File: config.mk
export PLATFORM = sky130hd
export DESIGN_NAME = mult_unit
export DESIGN_NICKNAME = d
export VERILOG_FILES = /design/src/rtl/mult_unit.sv
export SDC_FILE = /design/constraint.sdc
export NUM_CORES = 1
export LEC_CHECK = 0
export ABC_AREA = 1
export BUFFER_PORTS_ARGS = -buffer_cell sky130_fd_sc_hd__buf_2
export CORE_MARGIN = 2
export CORE_UTILIZATION = 50
export CTS_CLUSTER_DIAMETER = 30
export CTS_CLUSTER_SIZE = 16
export DETAILED_ROUTE_END_ITERATION = 12
export PLACE_DENSITY = 0.73
export SLEW_MARGIN = 25
export SYNTH_ARGS = -nofsm -noshare
export SYNTH_HDL_FRONTEND = slang
export SYNTH_SLANG_ARGS = --single-unit
File: constraint.sdc
create_clock -name clk -period 3.1 [get_ports clk]
set_clock_uncertainty 0.1 [all_clocks]
set_input_delay 0.465 -clock clk [delete_from_list [all_inputs] [get_ports clk]]
set_output_delay 0.465 -clock clk [all_outputs]
set_load 0.005 [all_outputs]
File: src/rtl/mult_unit.sv
// mult_unit: multi-cycle shift-and-add multiplier for MIPS MULT/MULTU,
// holding the architectural HI/LO registers.
// Optional build macro: MULT_EARLY_EXIT_EN (leave RUN once the remaining
// multiplier bits are zero, then right-align the product in FIX).
`timescale 1ns/1ps

// 4-bit-group carry-lookahead adder; WIDTH must be a multiple of 4.
module adder #(
  parameter int unsigned WIDTH = 32
) (
  input  logic [WIDTH-1:0] a,
  input  logic [WIDTH-1:0] b,
  input  logic             c0,
  output logic [WIDTH-1:0] sum,
  output logic             cout
);
  localparam int unsigned GROUPS = WIDTH / 4;

  logic [WIDTH-1:0]  g;
  logic [WIDTH-1:0]  p;
  logic [WIDTH-1:0]  c;
  logic [GROUPS:0]   gc;

  // Lookahead inside each group, group carries chained between groups
  always_comb begin
    g  = a & b;
    p  = a ^ b;
    c  = '0;
    gc = '0;
    gc[0] = c0;
    for (int unsigned k = 0; k < GROUPS; k++) begin
      c[4*k]   = gc[k];
      c[4*k+1] = g[4*k] | (p[4*k] & gc[k]);
      c[4*k+2] = g[4*k+1] | (p[4*k+1] & g[4*k]) | (p[4*k+1] & p[4*k] & gc[k]);
      c[4*k+3] = g[4*k+2] | (p[4*k+2] & g[4*k+1]) | (p[4*k+2] & p[4*k+1] & g[4*k])
               | (p[4*k+2] & p[4*k+1] & p[4*k] & gc[k]);
      gc[k+1]  = g[4*k+3] | (p[4*k+3] & g[4*k+2]) | (p[4*k+3] & p[4*k+2] & g[4*k+1])
               | (p[4*k+3] & p[4*k+2] & p[4*k+1] & g[4*k])
               | (p[4*k+3] & p[4*k+2] & p[4*k+1] & p[4*k] & gc[k]);
    end
    sum  = p ^ c;
    cout = gc[GROUPS];
  end
endmodule

module mult_unit #(
  parameter int unsigned WIDTH = 32
) (
  input  logic             clk,
  input  logic             rst_n,
  input  logic             start,
  input  logic             is_signed,
  input  logic [WIDTH-1:0] a,
  input  logic [WIDTH-1:0] b,
  output logic             busy,
  output logic             done,
  output logic [WIDTH-1:0] hi,
  output logic [WIDTH-1:0] lo
);
  localparam int unsigned CNT_W = 6;
  localparam int unsigned PW    = 2 * WIDTH;

  typedef enum logic [1:0] {IDLE, RUN, FIX, DONE} state_t;

  state_t           state, state_n;
  logic [WIDTH:0]   acc, acc_n;
  logic [WIDTH-1:0] mcand, mcand_n;
  logic [WIDTH-1:0] mplier, mplier_n;
  logic             neg, neg_n;
  logic [CNT_W-1:0] cnt, cnt_n;
  logic             busy_n, done_n;
  logic [WIDTH-1:0] hi_n, lo_n;

  logic [WIDTH-1:0] add_sum;
  logic             add_cout;
  logic [WIDTH:0]   acc_add;
  logic [PW-1:0]    prod;
  logic             run_last;

  // Single add datapath: accumulator plus multiplicand
  adder #(.WIDTH(WIDTH)) u_adder (
    .a    (acc[WIDTH-1:0]),
    .b    (mcand),
    .c0   (1'b0),
    .sum  (add_sum),
    .cout (add_cout)
  );

`ifdef MULT_EARLY_EXIT_EN
  logic rem_any;

  // Any unconsumed multiplier bit left after this cycle's shift
  always_comb begin
    rem_any = 1'b0;
    for (int unsigned i = 1; i < WIDTH; i++) begin
      if (i + 32'(cnt) < WIDTH) rem_any = rem_any | mplier[i];
    end
  end

  assign run_last = (cnt == CNT_W'(WIDTH - 1)) || !rem_any;
`else
  assign run_last = (cnt == CNT_W'(WIDTH - 1));
`endif

  // State, datapath and output registers
  always_ff @(posedge clk or negedge rst_n) begin
    if (!rst_n) begin
      state  <= IDLE;
      acc    <= '0;
      mcand  <= '0;
      mplier <= '0;
      neg    <= 1'b0;
      cnt    <= '0;
      busy   <= 1'b0;
      done   <= 1'b0;
      hi     <= '0;
      lo     <= '0;
    end else begin
      state  <= state_n;
      acc    <= acc_n;
      mcand  <= mcand_n;
      mplier <= mplier_n;
      neg    <= neg_n;
      cnt    <= cnt_n;
      busy   <= busy_n;
      done   <= done_n;
      hi     <= hi_n;
      lo     <= lo_n;
    end
  end

  // Next-state, datapath and output logic
  always_comb begin
    state_n  = state;
    acc_n    = acc;
    mcand_n  = mcand;
    mplier_n = mplier;
    neg_n    = neg;
    cnt_n    = cnt;
    hi_n     = hi;
    lo_n     = lo;
    done_n   = 1'b0;
    acc_add  = acc;
    prod     = {acc[WIDTH-1:0], mplier};

    case (state)
      IDLE: begin
        if (start) begin
          mcand_n  = (is_signed && a[WIDTH-1]) ? WIDTH'(~a + WIDTH'(1)) : a;
          mplier_n = (is_signed && b[WIDTH-1]) ? WIDTH'(~b + WIDTH'(1)) : b;
          neg_n    = is_signed & (a[WIDTH-1] ^ b[WIDTH-1]);
          acc_n    = '0;
          cnt_n    = '0;
          state_n  = RUN;
        end
      end
      RUN: begin
        if (mplier[0]) acc_add = {add_cout, add_sum};
        acc_n    = {1'b0, acc_add[WIDTH:1]};
        mplier_n = {acc_add[0], mplier[WIDTH-1:1]};
        cnt_n    = cnt + CNT_W'(1);
        if (run_last) state_n = FIX;
      end
      FIX: begin
`ifdef MULT_EARLY_EXIT_EN
        // cnt now equals RUN cycles taken; shift out the unused positions
        prod = prod >> (WIDTH - 32'(cnt));
`endif
        if (neg) prod = ~prod + PW'(1);
        acc_n    = {1'b0, prod[PW-1:WIDTH]};
        mplier_n = prod[WIDTH-1:0];
        hi_n     = prod[PW-1:WIDTH];
        lo_n     = prod[WIDTH-1:0];
        done_n   = 1'b1;
        state_n  = DONE;
      end
      DONE: begin
        state_n = IDLE;
      end
      default: begin
        state_n = IDLE;
      end
    endcase

    busy_n = (state_n != IDLE);
  end
endmodule

# Word-level counts from Yosys, hierarchy flattened
# Cells that the tools add are included.
dict set report totals {
  reg_bits 172
  inputBits 68
  output_inout_bits 66
  word_cells 247
}
dict set report classes {
  n_addsub 4
  n_eq_ne 5
  muxes 14
  bitwise_logic 205
  reduce_logical 9
}
# cell n
set ops {}
lappend ops {{$and 1x1->1} 122}
lappend ops {{$pmux 33 s3} 1}
lappend ops {{$mux 32} 3}
lappend ops {{$pmux 32 s3} 1}
lappend ops {{$or 1x1->1} 76}
lappend ops {{$mux 33} 2}
lappend ops {{$add 32x1->32 const B} 2}
lappend ops {{$add 64x1->64 const B} 1}
lappend ops {{$mux 64} 1}
lappend ops {{$not 32->32} 2}
lappend ops {{$not 64->64} 1}
lappend ops {{$xor 32x32->32} 2}
lappend ops {{$and 32x32->32} 1}
lappend ops {{$pmux 6 s2} 1}
lappend ops {{$pmux 2 s4} 1}
lappend ops {{$add 6x1->6 const B} 1}
lappend ops {{$eq 6x5->1 const B} 1}
lappend ops {{$mux 6} 1}
lappend ops {{$reduce_and 2->1} 3}
lappend ops {{$eq 2x2->1 const B} 2}
lappend ops {{$mux 2} 2}
lappend ops {{$reduce_bool 2->1} 2}
lappend ops {{$reduce_bool 3->1} 1}
lappend ops {{$eq 2x1->1 const B} 1}
lappend ops {{other kinds (5)} 6}

# Depth between registers and ports, before layout
dict set report depth {
  word_depth 22
  depth_mapped 25
  ltp_nobuf 25
}

# Hierarchy
# Synthesis repeated with hierarchy kept, for this count alone.
dict set report hier_totals {
  hier_cells 1946
  area_unflattened_um2 12758.5
}
# module instances cells_per_inst area_each_um2 seq_area_each_um2
set modules_own_cells {}
lappend modules_own_cells {mult_unit 1 1761 11399.7 4279.1}
lappend modules_own_cells {adder 1 185 1358.8 0.0}

# Worst setup path before layout
# No wires, ideal clock.
dict set report synth_timing {
  path_kind {register -> register}
  start {register acc[3]}
  end {register acc[28]}
  setup_ns 0.121
  arrival_ns 2.842
  required_time_ns 2.879
  slack_ns 0.037
  stages_incl_launch_ff 23
  path_buffers 0
  synth_period_minus_slack_ns 3.063
  cell_sequence {dfrtp_1 > ha_1 > or2_2 > nand2_1 > nand2_1 > nand2_1 > nand2_1 > nand2_1 > nand2_1 > nand2_1 > nand2_1 > nand2_1 > nand2_1 > nand2_1 > nand2_1 > nand2_1 > nand2_1 > fa_1 > nor2_1 > o21ai_0 > o211ai_1 > nand2_1 > a22o_1}
}
dict set report synth_between {
  elab_chain_cells 22
  word_cells_on_any_way 30
  cone_classes {add/sub: 1; mux: 3; bitwise: 26}
}
# element line
set synth_rtl {}
lappend synth_rtl {{start, declared} 66} ;# logic [WIDTH:0] acc, acc_n;
lappend synth_rtl {{start signal, assigned} 120} ;# acc <= acc_n;
lappend synth_rtl {{$xor 32x32->32} 27} ;# p = a ^ b;
lappend synth_rtl {{$and 1x1->1 (on tied branches)} {37, 38}}
lappend synth_rtl {{$or 1x1->1 (tied with other cells)} 37} ;# gc[k+1] = g[4*k+3] | (p[4*k+3] & g[4*k+2]) | (p[4*k+3] & p[4*k+2] & g[4*k+1])
lappend synth_rtl {{$or 1x1->1 or $and 1x1->1 (tied branches)} {37, 38}}
lappend synth_rtl {{$or 1x1->1} 38} ;# | (p[4*k+3] & p[4*k+2] & p[4*k+1] & g[4*k])
lappend synth_rtl {{$and 1x1->1} 39} ;# | (p[4*k+3] & p[4*k+2] & p[4*k+1] & p[4*k] & gc[k]);
lappend synth_rtl {{$or 1x1->1} 39}
lappend synth_rtl {{$and 1x1->1} 39}
lappend synth_rtl {{(+6 left out)} -}
lappend synth_rtl {{$or 1x1->1} 39}
lappend synth_rtl {{$and 1x1->1} 39}
lappend synth_rtl {{$or 1x1->1} 39}
lappend synth_rtl {{$and 1x1->1} 33} ;# c[4*k+1] = g[4*k] | (p[4*k] & gc[k]);
lappend synth_rtl {{$or 1x1->1} 33}
lappend synth_rtl {{$xor 32x32->32} 41} ;# sum = p ^ c;
lappend synth_rtl {{$mux 33} 158} ;# if (mplier[0]) acc_add = {add_cout, add_sum};
lappend synth_rtl {{$pmux 33 s3 *} 146} ;# case (state)
# Every way passes the cells marked *; elsewhere a longest branch is shown, timed or not.
# A chain may end at the register's enable or synchronous reset.

# Final worst setup path
# Ends and elaborated chain as after synthesis.

==> flow_summary.json <==
{
  "outcome": "finished, final reports clean",
  "grtUsageTotal_pct": 28.4,
  "synth_cells": 1739,
  "vias": 12300,
  "cts.sinks": 171,
  "syn2layout_area_growth_pct": 16.4,
  "final.period_utilization_pct": 99.0,
  "utilization_pct": 59.2,
  "setup_viol": 0,
  "worst-slew-pin-transition_ns": 0.852,
  "port_buffers": 133,
  "initial_core_util_pct": 50.9,
  "grt_pass1_wl_um": 56400,
  "layout_min_cycle_time_ns": 3.07,
  "finalWirelength_um": 35000,
  "yosysSeqAreaShare_pct": 35.9,
  "crit_fanout": 4,
  "yosysTopAreaCell": "dfrtp_1",
  "synthesis.area_mm2": 0.0119,
  "yosys_warnings": 0,
  "placedCellCount": 2182,
  "diodes": 0,
  "synth_top_cell_area_share_pct": 35.9,
  "clk_latency_ns": 0.44,
  "place_congestion": 0.942,
  "synth_area_leaders": "dfrtp_1, nand2_1, o21ai_0",
  "worstPathArrival_ns": 3.29,
  "maxCapViolations": 0,
  "fmax_mhz": 326,
  "die_x_um": 158,
  "hpwl_um": 25400,
  "drv_slew": 0,
  "placed_area_mm2": 0.0132,
  "rows": 56,
  "dr.first_iter.drc_count": 1110,
  "synth_edf_count": 0,
  "async_reset_ff_share_pct": 100,
  "nets": 1998,
  "clkTransAtPathRegs_ns": 0.07,
  "die_h_um": 158,
  "dr.pass1.iters": 6,
  "post_cts.repair.setup_buffers": 0,
  "cts_tree": "done",
  "drcViolationCount": 0,
  "ys_seq_elements": 171,
  "yosysMostFrequentCell": "nand2_1",
  "worstSetupEndpointType": "flop",
  "cts-root-buf": "clkbuf_16",
  "viasPerCell": 5.56,
  "power_frac_clock_pct": 16.2,
  "synth_ff_type": "dfrtp_1",
  "cts_buffers": 17,
  "switchingPower_uw": 6400,
  "postSynthAreaPerCell_um2": 6.85,
  "clockBufferDepth": 2,
  "overflow": 0,
  "rrSetupSlack_ns": 0.03,
  "final.setup.tns_ns": 0,
  "die_area_mm2": 0.0251,
  "combPwrFrac_pct": 54.0,
  "min_path_type": "in2reg",
  "drive_gt1_share_pct": 14.5,
  "peakVddDrop_mv": 0.584,
  "grt_max_degree": 83,
  "core_mm2": 0.0234,
  "fin_cells": 2215,
  "intPower_uw": 6700,
  "crit_path_start_kind": "flop",
  "critPathMaxStageDelay_ns": 0.41,
  "crit_chain": "ha_4 -> or2_2 -> nand2_2 -> nand2_2 -> nand2_1 -> nand2_1 -> nand2_1 -> nand2_1 -> nand2_1 -> nand2_2 -> nand2_2 -> nand2_2 -> nand2_1 -> nand2_2 -> nand2_2 -> nand2_2 -> fa_2 -> nor2_2 -> o21ai_1 -> o211ai_1 -> nand2_1 -> a22o_1",
  "hold_viol_final": 0,
  "rsz0062_at_grt": "true",
  "swShare_pct": 48.8,
  "antenna_found_initial": 0,
  "netlist_top_cells_count": "nand2_1, o21ai_0, inv_1",
  "seqPwrFrac_pct": 29.9,
  "design_area_mm2": 0.0139,
  "grt_pass1_vias": 11500,
  "cp_slowest_cell": "dfrtp_1",
  "fill_cells": 2233,
  "cts_max_level": 4,
  "critPathRequiredTime_ns": 3.32,
  "synth_nets": 1854,
  "p_per_area_mw_per_mm2": 946,
  "yosysUniqueCellTypes": 48,
  "ant_nets": 0,
  "critPathKind": "reg2reg",
  "io_pins": 134,
  "wire_per_inst_um": 15.8,
  "p_leak_uw": 0.00705,
  "relSlewSlack_pct": 42.7,
  "path_common_cell": "nand2_2"
}
==> kinds of logic after synthesis <==
logic type / Yosys count / synth area share [%]
buffers and inverters: 252 / 7.98
AND/OR/NAND/NOR: 812 / 28.9
flip-flops: 171 / 35.9
XOR/XNOR: 43 / 3.16
adder cells (fa/ha/maj): 47 / 5.44
AO/OA/AOI/OAI: 414 / 18.6
==> final timing paths <==
kind	startpoint	endpoint	cells past startpoint
worst max-delay path	acc[3]	acc[28]	22
worst min-delay path	a[1]	mcand[1]	3
worst max register to register	acc[3]	acc[28]	22
worst min register to register	lo[0]	lo[0]	2
max in group asynchronous	rst_n	hi[12]	3
min in group asynchronous	rst_n	mcand[9]	2
==> power groups by stage <==
stage / Sequential [uW] / Combinational, uW / Clock [uW]
6_report: 3910 / 7070 / 2120
5_1_grt: 4030 / 7970 / 2230
4_1_cts: 3900 / 6900 / 2140
3_5_place_dp: 3930 / 6830 / 0
3_3_place_gp: 3920 / 6630 / 0
2_1_floorplan: 3820 / 4610 / 0
==> worst max-delay path, delay by kind of cell, from the launching register on <==
family / cells / cell delay, ns
AO/OA/AOI/OAI: 3 / 0.39
adder cells (fa/ha/maj): 2 / 0.63
flip-flops: 1 / 0.41
AND/OR/NAND/NOR: 17 / 1.40
==> area by class of cell <==
type | count | area [um2] | area share, %
inverter | 185 | 696 | 5.02
multi-input combinational | 1316 | 6750 | 48.7
clock inverter | 15 | 153 | 1.10
timing repair buffer | 192 | 1150 | 8.33
clock buffer | 17 | 425 | 3.07
tap | 319 | 399 | 2.88
sequential | 171 | 4280 | 30.9
==> repair_timing <==
item | in CTS | in global routing
endpoints found under the setup margin | 1 | 12
gates cloned | 0 | 0
endpoints found under the hold margin | 17 | 0
hold buffers | 1 | 0
pin swaps | 0 | 3
resized for setup | 2 | 20
==> cell usage in the layout, fill, tap and decap left out, types with 3 or more instances in the layout <==
cell type and n:
xor2_1 25, clkinvlp_4 3, dfrtp_1 171, nor3_1 36, nor2_2 6, inv_6 3
nor2_4 5, nand3_1 90, clkinv_4 3, o21ai_0 219, fa_1 7, or2_2 11
nor2_1 166, a211oi_1 4, o21ai_1 16, o31ai_1 3, inv_8 4, a31oi_1 14
o21bai_1 3, buf_2 132, buf_12 3, nand3b_1 3, xnor2_1 18, nand2_1 434
ha_1 37, o21a_1 4, a21oi_1 121, nand4_1 21, inv_1 180, nor4_1 17
nand3_2 6, buf_4 55, clkbuf_16 17, nand2_2 13, o211ai_1 14
==> per-stage QoR <==
step / setup slack (ns) / power, uW / hold slack [ns]
after global placement: 0.0434 / 10600 / 0.357
final: 0.0318 / 13100 / 0.227
after global routing: -0.150 / 14200 / 0.240
after CTS: 0.00309 / 12900 / 0.228
after detailed placement: -0.0226 / 10800 / 0.360
after floorplan: 0.0372 / 8430 / 0.0694
==> flip-flops by register name (all words and copies together), names as in the netlist <==
signal	cells
done	1
mcand	32
busy	1
acc	32
hi	32
lo	32
state	2
neg	1
cnt	6
mplier	32
==> routing by layer <==
metal  vias to the layer above  part of all wire, %  track usage, %
met4                         0                  3.0            10.0
met3                        68                  7.1            4.68
li1                       6032                    -               -
met2                       462                   47            47.0
met5                         -                    0               0
met1                      5762                   43            37.8
Note: power is estimated with default switching activity, not from simulation.
